===== config.mk =====
export PLATFORM = sky130hd
export DESIGN_NAME = inert_sensor_resp_flat
export DESIGN_NICKNAME = d
export VERILOG_FILES = /design/src/rtl/inert_sensor_resp_if.sv /design/src/rtl/inert_sensor_resp.sv /design/src/flat_wrapper.sv
export SDC_FILE = /design/constraint.sdc
export NUM_CORES = 1
export LEC_CHECK = 0
export ABC_AREA = 1
export BUFFER_PORTS_ARGS = -buffer_cell sky130_fd_sc_hd__buf_2
export CAP_MARGIN = 20
export CORE_MARGIN = 2
export CORE_UTILIZATION = 50
export CTS_BUF_LIST = sky130_fd_sc_hd__clkbuf_4
export CTS_CLUSTER_SIZE = 14
export DETAILED_ROUTE_END_ITERATION = 8
export PLACE_DENSITY_LB_ADDON = 0.05
export SKIP_LAST_GASP = 1
export SLEW_MARGIN = 40
export SYNTH_ARGS = -nofsm -noshare
export SYNTH_HDL_FRONTEND = slang
export SYNTH_SLANG_ARGS = --single-unit

===== constraint.sdc =====
create_clock -name clk -period 3.8 [get_ports clk]
set_clock_uncertainty 0.15 [all_clocks]
set_input_delay 0.57 -clock clk [delete_from_list [all_inputs] [get_ports clk]]
set_output_delay 0.57 -clock clk [all_outputs]
set_load 0.01 [all_outputs]

===== src/rtl/inert_sensor_resp_if.sv =====
// -----------------------------------------------------------------------------
// inert_sensor_resp_if
//   SPI link between the inertial-interface master and the emulated sensor.
//   Ports (signals):
//     SS_n  slave select, active low (master -> sensor)
//     SCLK  SPI clock, idles high      (master -> sensor)
//     MOSI  data from master           (master -> sensor)
//     MISO  data to master             (sensor -> master)
//   Modports: master (drives SS_n/SCLK/MOSI), slave (drives MISO).
// -----------------------------------------------------------------------------
interface inert_sensor_resp_if;
   logic SS_n;
   logic SCLK;
   logic MOSI;
   logic MISO;

   modport master (output SS_n, output SCLK, output MOSI, input MISO);
   modport slave  (input SS_n, input SCLK, input MOSI, output MISO);
endinterface


===== src/rtl/inert_sensor_resp.sv =====
// -----------------------------------------------------------------------------
// inert_sensor_resp
//   SPI responder emulating the inertial sensor. Decodes 16-bit frames
//   (R/W, 7-bit address, 8-bit data), holds the init-time config registers,
//   returns pitch-rate / AZ snapshot bytes on reads and raises INT when a new
//   sample has been captured.
//   Ports:
//     clk, rst_n     system clock, asynchronous active-low reset
//     spi            SPI slave side (SS_n, SCLK, MOSI in; MISO out)
//     INT            new sample ready; cleared by a read of 0x22
//     ptch_rt_smpl   pitch-rate value captured at each sample tick
//     AZ_smpl        Z-accel value captured at each sample tick
//     cfg_done       INT1_CTRL == 8'h02 and CTRL2_G != 0
//     ovr            sticky: a sample was replaced while INT was still set
// -----------------------------------------------------------------------------
module inert_sensor_resp #(
   parameter logic [15:0] SMPL_CYCLES = 16'd8192,
   parameter logic [7:0]  WHO_AM_I    = 8'h6A
) (
   input  logic                clk,
   input  logic                rst_n,
   inert_sensor_resp_if.slave  spi,
   output logic                INT,
   input  logic [15:0]         ptch_rt_smpl,
   input  logic [15:0]         AZ_smpl,
   output logic                cfg_done,
   output logic                ovr
);

   typedef enum logic [1:0] {IDLE, CMD, DATA} state_e;

   // ---------------------------------------------------------------------------
   // Synchronisers: [0],[1] form the double flop, [2] holds the previous
   // synced value for edge detection.
   // ---------------------------------------------------------------------------
   logic [2:0] ss_sync_q;
   logic [2:0] sclk_sync_q;
   logic [1:0] mosi_sync_q;

   always_ff @(posedge clk or negedge rst_n) begin
      if (!rst_n) begin
         // NOTE: SS_n/SCLK sync chains reset to their idle-high level so that
         // releasing reset never fabricates an edge.
         ss_sync_q   <= '1;
         sclk_sync_q <= '1;
         mosi_sync_q <= '0;
      end else begin
         // NOTE: non-blocking assignments keep every flop sampling the
         // pre-edge value, which is what makes this a shift chain.
         ss_sync_q   <= {ss_sync_q[1:0],   spi.SS_n};
         sclk_sync_q <= {sclk_sync_q[1:0], spi.SCLK};
         mosi_sync_q <= {mosi_sync_q[0],   spi.MOSI};
      end
   end

   logic ss_fall, ss_rise, sclk_rise, sclk_fall, mosi_s;
   assign ss_fall   =  ss_sync_q[2]   & ~ss_sync_q[1];
   assign ss_rise   = ~ss_sync_q[2]   &  ss_sync_q[1];
   assign sclk_rise = ~sclk_sync_q[2] &  sclk_sync_q[1];
   assign sclk_fall =  sclk_sync_q[2] & ~sclk_sync_q[1];
   assign mosi_s    =  mosi_sync_q[1];

   // ---------------------------------------------------------------------------
   // Frame state
   // ---------------------------------------------------------------------------
   state_e      state_q, state_d;
   logic [4:0]  cnt_q;        // SCLK rises seen in this frame (0..16)
   logic [7:0]  shift_q;      // last 8 MOSI bits
   logic [7:0]  tx_q;         // response byte being shifted out
   logic        miso_q;
   logic        rw_q;
   logic [6:0]  addr_q;

   logic [7:0]  int1_ctrl_q, ctrl1_xl_q, ctrl2_g_q, ctrl6_q;
   logic [15:0] ptch_snap_q, az_snap_q;
   logic [15:0] ptch_pend_q, az_pend_q;
   logic        pend_vld_q;
   logic [15:0] timer_q;
   logic        int_q, ovr_q;

   // Command byte as it stands on the 8th rise: 7 shifted bits plus the one
   // arriving now.
   logic [7:0] cmd_byte;
   assign cmd_byte = {shift_q[6:0], mosi_s};

   // FSM process 1: state register
   always_ff @(posedge clk or negedge rst_n) begin
      if (!rst_n) state_q <= IDLE;
      else        state_q <= state_d;
   end

   // FSM process 2: next state
   always_comb begin
      state_d = state_q;
      unique case (state_q)
         IDLE:    if (ss_fall) state_d = CMD;
         CMD:     if (ss_rise) state_d = IDLE;
                  else if (sclk_rise && cnt_q == 5'd7) state_d = DATA;
         DATA:    if (ss_rise) state_d = IDLE;
         default: state_d = IDLE;
      endcase
   end

   // FSM process 3: control strobes
   logic frm_clr, shift_en, cmd_ld, tx_shift, wr_commit;
   always_comb begin
      // NOTE: every strobe gets a default before the case so that no path
      // leaves it unassigned and no latch is inferred.
      frm_clr   = 1'b0;
      shift_en  = 1'b0;
      cmd_ld    = 1'b0;
      tx_shift  = 1'b0;
      wr_commit = 1'b0;
      unique case (state_q)
         IDLE: frm_clr = ss_fall;
         CMD: begin
            shift_en = sclk_rise && !ss_rise;
            cmd_ld   = sclk_rise && !ss_rise && (cnt_q == 5'd7);
         end
         DATA: begin
            shift_en  = sclk_rise && !ss_rise && (cnt_q < 5'd16);
            tx_shift  = sclk_fall && !ss_rise;
            // Only a complete 16-rise write frame commits; aborts drop it.
            wr_commit = ss_rise && (cnt_q == 5'd16) && !rw_q;
         end
         default: ;
      endcase
   end

   // Read response selected from the command byte being decoded.
   logic [7:0] resp;
   always_comb begin
      resp = 8'h00;
      if (cmd_byte[7]) begin
         unique case (cmd_byte[6:0])
            7'h0D:   resp = int1_ctrl_q;
            7'h0F:   resp = WHO_AM_I;
            7'h10:   resp = ctrl1_xl_q;
            7'h11:   resp = ctrl2_g_q;
            7'h14:   resp = ctrl6_q;
            7'h22:   resp = ptch_snap_q[7:0];
            7'h23:   resp = ptch_snap_q[15:8];
            7'h2C:   resp = az_snap_q[7:0];
            7'h2D:   resp = az_snap_q[15:8];
            default: resp = 8'h00;
         endcase
      end
   end

   // Frame datapath
   always_ff @(posedge clk or negedge rst_n) begin
      if (!rst_n) begin
         cnt_q   <= '0;
         shift_q <= '0;
         tx_q    <= '0;
         miso_q  <= 1'b0;
         rw_q    <= 1'b0;
         addr_q  <= '0;
      end else begin
         if (frm_clr) begin
            cnt_q  <= '0;
            miso_q <= 1'b0;
         end
         if (shift_en) begin
            shift_q <= {shift_q[6:0], mosi_s};
            cnt_q   <= cnt_q + 5'd1;
         end
         if (cmd_ld) begin
            rw_q   <= cmd_byte[7];
            addr_q <= cmd_byte[6:0];
            tx_q   <= resp;
         end
         // Response bits go out on the falls ahead of rises 9..16.
         if (tx_shift) begin
            miso_q <= (cnt_q < 5'd16) ? tx_q[7] : 1'b0;
            tx_q   <= {tx_q[6:0], 1'b0};
         end
         if (ss_rise) miso_q <= 1'b0;
      end
   end

   // Raw SS_n gates the pin so MISO is low the moment the master deselects.
   assign spi.MISO = miso_q & ~spi.SS_n;

   // ---------------------------------------------------------------------------
   // Config registers
   // ---------------------------------------------------------------------------
   always_ff @(posedge clk or negedge rst_n) begin
      if (!rst_n) begin
         int1_ctrl_q <= '0;
         ctrl1_xl_q  <= '0;
         ctrl2_g_q   <= '0;
         ctrl6_q     <= '0;
      end else if (wr_commit) begin
         unique case (addr_q)
            7'h0D:   int1_ctrl_q <= shift_q;
            7'h10:   ctrl1_xl_q  <= shift_q;
            7'h11:   ctrl2_g_q   <= shift_q;
            7'h14:   ctrl6_q     <= shift_q;
            default: ;
         endcase
      end
   end

   assign cfg_done = (int1_ctrl_q == 8'h02) && (ctrl2_g_q != 8'h00);

   // ---------------------------------------------------------------------------
   // Sample timer, snapshots, INT and overrun
   // ---------------------------------------------------------------------------
   logic tick, rd_clr, in_frame;
   assign tick     = cfg_done && (timer_q == SMPL_CYCLES - 16'd1);
   assign rd_clr   = cmd_ld && (cmd_byte == 8'hA2);
   assign in_frame = (state_q != IDLE);

   always_ff @(posedge clk or negedge rst_n) begin
      if (!rst_n) begin
         timer_q     <= '0;
         int_q       <= 1'b0;
         ovr_q       <= 1'b0;
         ptch_snap_q <= '0;
         az_snap_q   <= '0;
         ptch_pend_q <= '0;
         az_pend_q   <= '0;
         pend_vld_q  <= 1'b0;
      end else begin
         if (!cfg_done || tick) timer_q <= '0;
         else                   timer_q <= timer_q + 16'd1;

         // A tick coinciding with the 0x22 clear wins: the old sample was
         // consumed in that same cycle, so it is not an overrun.
         if (tick) begin
            int_q <= 1'b1;
            if (int_q && !rd_clr) ovr_q <= 1'b1;
         end else if (rd_clr) begin
            int_q <= 1'b0;
         end

         // Snapshots stay frozen while a frame is open; a mid-frame sample is
         // parked and committed once the frame closes.
         if (tick) begin
            if (in_frame) begin
               ptch_pend_q <= ptch_rt_smpl;
               az_pend_q   <= AZ_smpl;
               pend_vld_q  <= 1'b1;
            end else begin
               ptch_snap_q <= ptch_rt_smpl;
               az_snap_q   <= AZ_smpl;
               pend_vld_q  <= 1'b0;
            end
         end else if (pend_vld_q && !in_frame) begin
            ptch_snap_q <= ptch_pend_q;
            az_snap_q   <= az_pend_q;
            pend_vld_q  <= 1'b0;
         end
      end
   end

   assign INT = int_q;
   assign ovr = ovr_q;

endmodule


===== src/flat_wrapper.sv =====
// flat-port wrapper written by rule: the top's interface ports become plain ports
module inert_sensor_resp_flat 
#(
   parameter logic [15:0] SMPL_CYCLES = 16'd8192,
   parameter logic [7:0]  WHO_AM_I    = 8'h6A
)
  (clk, rst_n, INT, ptch_rt_smpl, AZ_smpl, cfg_done, ovr, spi_SS_n, spi_SCLK, spi_MOSI, spi_MISO);
  inert_sensor_resp_if spi_i ();
  input  logic clk;
  input  logic rst_n;
  output logic INT;
  input  logic [15:0] ptch_rt_smpl;
  input  logic [15:0] AZ_smpl;
  output logic cfg_done;
  output logic ovr;
  input wire logic [$bits(spi_i.SS_n)-1:0] spi_SS_n;
  input wire logic [$bits(spi_i.SCLK)-1:0] spi_SCLK;
  input wire logic [$bits(spi_i.MOSI)-1:0] spi_MOSI;
  output wire logic [$bits(spi_i.MISO)-1:0] spi_MISO;
  assign spi_i.SS_n = spi_SS_n;
  assign spi_i.SCLK = spi_SCLK;
  assign spi_i.MOSI = spi_MOSI;
  assign spi_MISO = spi_i.MISO;
  inert_sensor_resp #(.SMPL_CYCLES(SMPL_CYCLES), .WHO_AM_I(WHO_AM_I)) u_core (.clk(clk), .rst_n(rst_n), .spi(spi_i), .INT(INT), .ptch_rt_smpl(ptch_rt_smpl), .AZ_smpl(AZ_smpl), .cfg_done(cfg_done), .ovr(ovr));
endmodule

==> impl_metrics.env <==
export IMPL_netlist_top_cells_area="dfrtp_1 (49%), nand2_1 (18%), nand3_1 (7.4%)"
export IMPL_areaGrowthSynthToFinish_pct=9.496
export IMPL_portBuffers=40
export IMPL_grt_ovfl_total=0
export IMPL_critPathArrivalTime_ns=3.13
export IMPL_drt_iter0_drc=538
export IMPL_routed_via_count=6477
export IMPL_initial_core_util=0.5082
export IMPL_r2r_setup_slack_ns=0.99
export IMPL_holdPathStages=3
export IMPL_maxCapViolations=0
export IMPL_dpl_cell_area_um2=7994
export IMPL_ys_seq_elements=155
export IMPL_crit_fanout=34
export IMPL_final_instance_count_excl_fill=1246
export IMPL_fill_cells=1489
export IMPL_ys_seq_area_frac=0.5068
export IMPL_criticalPathCategory="reg2reg"
export IMPL_min_from="ptch_rt_smpl[12]"
export IMPL_detail_route_antenna_nets=0
export IMPL_cts_hold_buf=4
export IMPL_slew_violations=0
export IMPL_rsz0062_at_grt="false"
export IMPL_post_route_drc_count=0
export IMPL_synth_top_area_frac=0.4862
export IMPL_clkTransAtPathRegs_ns=0.12
export IMPL_setup_viol=0
export IMPL_htreeDepth=4
export IMPL_clk_latency_ns=0.57
export IMPL_seqCellArea_um2=3886
export IMPL_antenna_found_initial=1
export IMPL_worstMarginPinSlew_ns=0.7408
export IMPL_hold_class="in2reg"
export IMPL_relSlewSlack=0.5047
export IMPL_reg2regPathDepth=9
export IMPL_leakagePower_uw=0.004053
export IMPL_placedCellCount=1209
export IMPL_yosysTopAreaCell="dfrtp_1"
export IMPL_rows=45
export IMPL_ioPinCount=41
export IMPL_grt_pass1_vias=6264
export IMPL_first_pass_iters=4
export IMPL_drive_gt1_frac=0.09839
export IMPL_wire_per_inst_um=15.51
export IMPL_setup_tns_ns=0
export IMPL_synth_area_um2=7669
export IMPL_yosysWarnings=0
export IMPL_grt_max_degree=79
export IMPL_required_ns=4.11
export IMPL_grt_pass1_wl_um=32180
export IMPL_final_net_count=1087
export IMPL_crit_path_cell_trace="nor2_1 > nand4_1 > nor2_2 > buf_4 > nand2_2 > nand2_2 > nand2_2 > nand2_1 > nand2_1"
export IMPL_dieHeight_um=127.8
export IMPL_finalCriticalPeriod_ns=2.814
export IMPL_core_um2=15090
export IMPL_synth_cells=1011
export IMPL_mostFrequentLayoutCells="nand2_1 (371), dfrtp_1 (149), nand3_1 (113)"
export IMPL_yosys_cell_types_count=34
export IMPL_synthesis_nets=1054
export IMPL_post_cts_resized=0
export IMPL_fmax_ghz=0.3554
export IMPL_final_common_cell="nand2_1"
export IMPL_cts_tree="built"
export IMPL_max_stage_delay_ns=0.51
export IMPL_dpl_hpwl_um=13670
export IMPL_status="completed"
export IMPL_pwr_density_cell_nw_per_um2=406.3
export IMPL_path_buf_inv=1
export IMPL_viasPerCell=5.198
export IMPL_post_route_period_util=0.7404
export IMPL_crit_path_end_kind="flip-flop"
export IMPL_layout_setup_ws_ns=0.9864
export IMPL_hold_viol=0
export IMPL_multi_input_area_um2=3234
export IMPL_die_w_um=127.8
export IMPL_finalWeightedCongestion=0.9064
export IMPL_whs_ns=0.05563
export IMPL_dp_slack_ns=0.9865
export IMPL_die_area_um2=16340
export IMPL_design_area_um2=8397
export IMPL_worst_setup_path_start_kind="flip-flop"
export IMPL_grt_total_usage=0.2539
export IMPL_critPathSlowestCell="nand2_2"
export IMPL_cts_buffer_depth=2
export IMPL_wl_um=19320
export IMPL_cts_root_buffer="clkbuf_4"
export IMPL_cts_sinks=155
export IMPL_min_to="u_core.ptch_pend_q[12]"
export IMPL_syn_area_per_cell_um2=7.585
export IMPL_r2r_end="u_core.ptch_snap_q[2]"
export IMPL_irDropWorstVdd_uv=290.4
export IMPL_crit_path_frequent_cell="nand2_2"
export IMPL_r2r_start="u_core.int1_ctrl_q[3]"
export IMPL_postCtsSetupBuffers=0
export IMPL_cp_top_family="simple AND/OR/NAND/NOR gates"
export IMPL_cts_made_buffers=17
## synth_stat cells, drive strengths merged
library cell,instances
xor2,5
o22ai,7
dfstp,6
buf,20
nor3b,3
nand3,116
o21ai,99
inv,91
nand2,374
a21oi,8
nor4,3
nand3b,2
nand4,11
o32ai,1
nor2,76
clkinv,2
clkbuf,21
xnor2,2
ha,6
dfrtp,149
o21bai,1
nor3,8
## worst max-delay path by stage
stage / startpoint / to / slack (ns) / cells past startpoint
after floorplan: u_core.timer_q[0] / u_core.ptch_pend_q[10] / 1.84 / 10
after global placement: u_core.int1_ctrl_q[5] / u_core.az_snap_q[0] / 1.05 / 9
after detailed placement: u_core.int1_ctrl_q[5] / u_core.ptch_snap_q[2] / 0.99 / 9
after CTS: u_core.int1_ctrl_q[5] / u_core.ptch_snap_q[2] / 0.96 / 9
after global routing: u_core.int1_ctrl_q[5] / u_core.ptch_snap_q[12] / 0.71 / 9
final: u_core.int1_ctrl_q[3] / u_core.ptch_snap_q[2] / 0.99 / 9
## stage by stage
step           total power (µW)    util
6_report                   3411  0.5565
5_1_grt                    3581  0.5565
4_1_cts                    3447  0.5563
3_5_place_dp               2205  0.5298
3_3_place_gp               2205  0.5296
2_1_floorplan              2014       -
## routing by layer
metal | part of all wire | global-route usage
met4 | 0.039 | 0.1183
met5 | 0 | 0
met2 | 0.43 | 0.3687
met1 | 0.49 | 0.3641
met3 | 0.045 | 0.05634
## cell families (layout without fill, tap and decap cells)
logic type               count (synthesis)  count (layout)  share of synthesized area
adder cells (fa/ha/maj)                  6               6                   0.009789
AO/OA/AOI/OAI                          116             116                    0.07815
XOR/XNOR                                 7               7                   0.007995
buffers and inverters                  134             180                    0.07212
other                                    0               1                          0
flip-flops                             155             155                     0.5068
AND/OR/NAND/NOR                        593             593                     0.3252
## flip-flops by register name, summed over array words and instances, names as in the netlist, 2 cells and up
register and flops:
u_core.az_pend_q 16, u_core.az_snap_q 16, u_core.ptch_pend_q 16, u_core.ptch_snap_q 16
u_core.timer_q 16, u_core.ctrl1_xl_q 8, u_core.ctrl2_g_q 8, u_core.ctrl6_q 8
u_core.int1_ctrl_q 8, u_core.shift_q 8, u_core.tx_q 8, u_core.addr_q 7
u_core.cnt_q 5, u_core.sclk_sync_q 3, u_core.ss_sync_q 3, u_core.mosi_sync_q 2
u_core.state_q 2
## final cells by class
class                      count  area share
sequential                   155      0.4628
multi-input combinational    722      0.3852
inverter                      93     0.04157
timing repair buffer          55     0.03919
tap                          188     0.02801
clock inverter                14     0.02682
clock buffer                  18     0.01609
antenna                        1   0.0002980
## where the power goes
part	internal [µW]	switching [µW]	total [µW]
registers	1690	51.7	1740
clock network	654	581	1230
logic	107	331	438
total	2450	964	3410
## worst min-delay path: cells and delay by family
kind	cells	cell delay, ns
simple gates	2	0.09
buf+inv	1	0.09
Power figures use the tool's default switching activity.
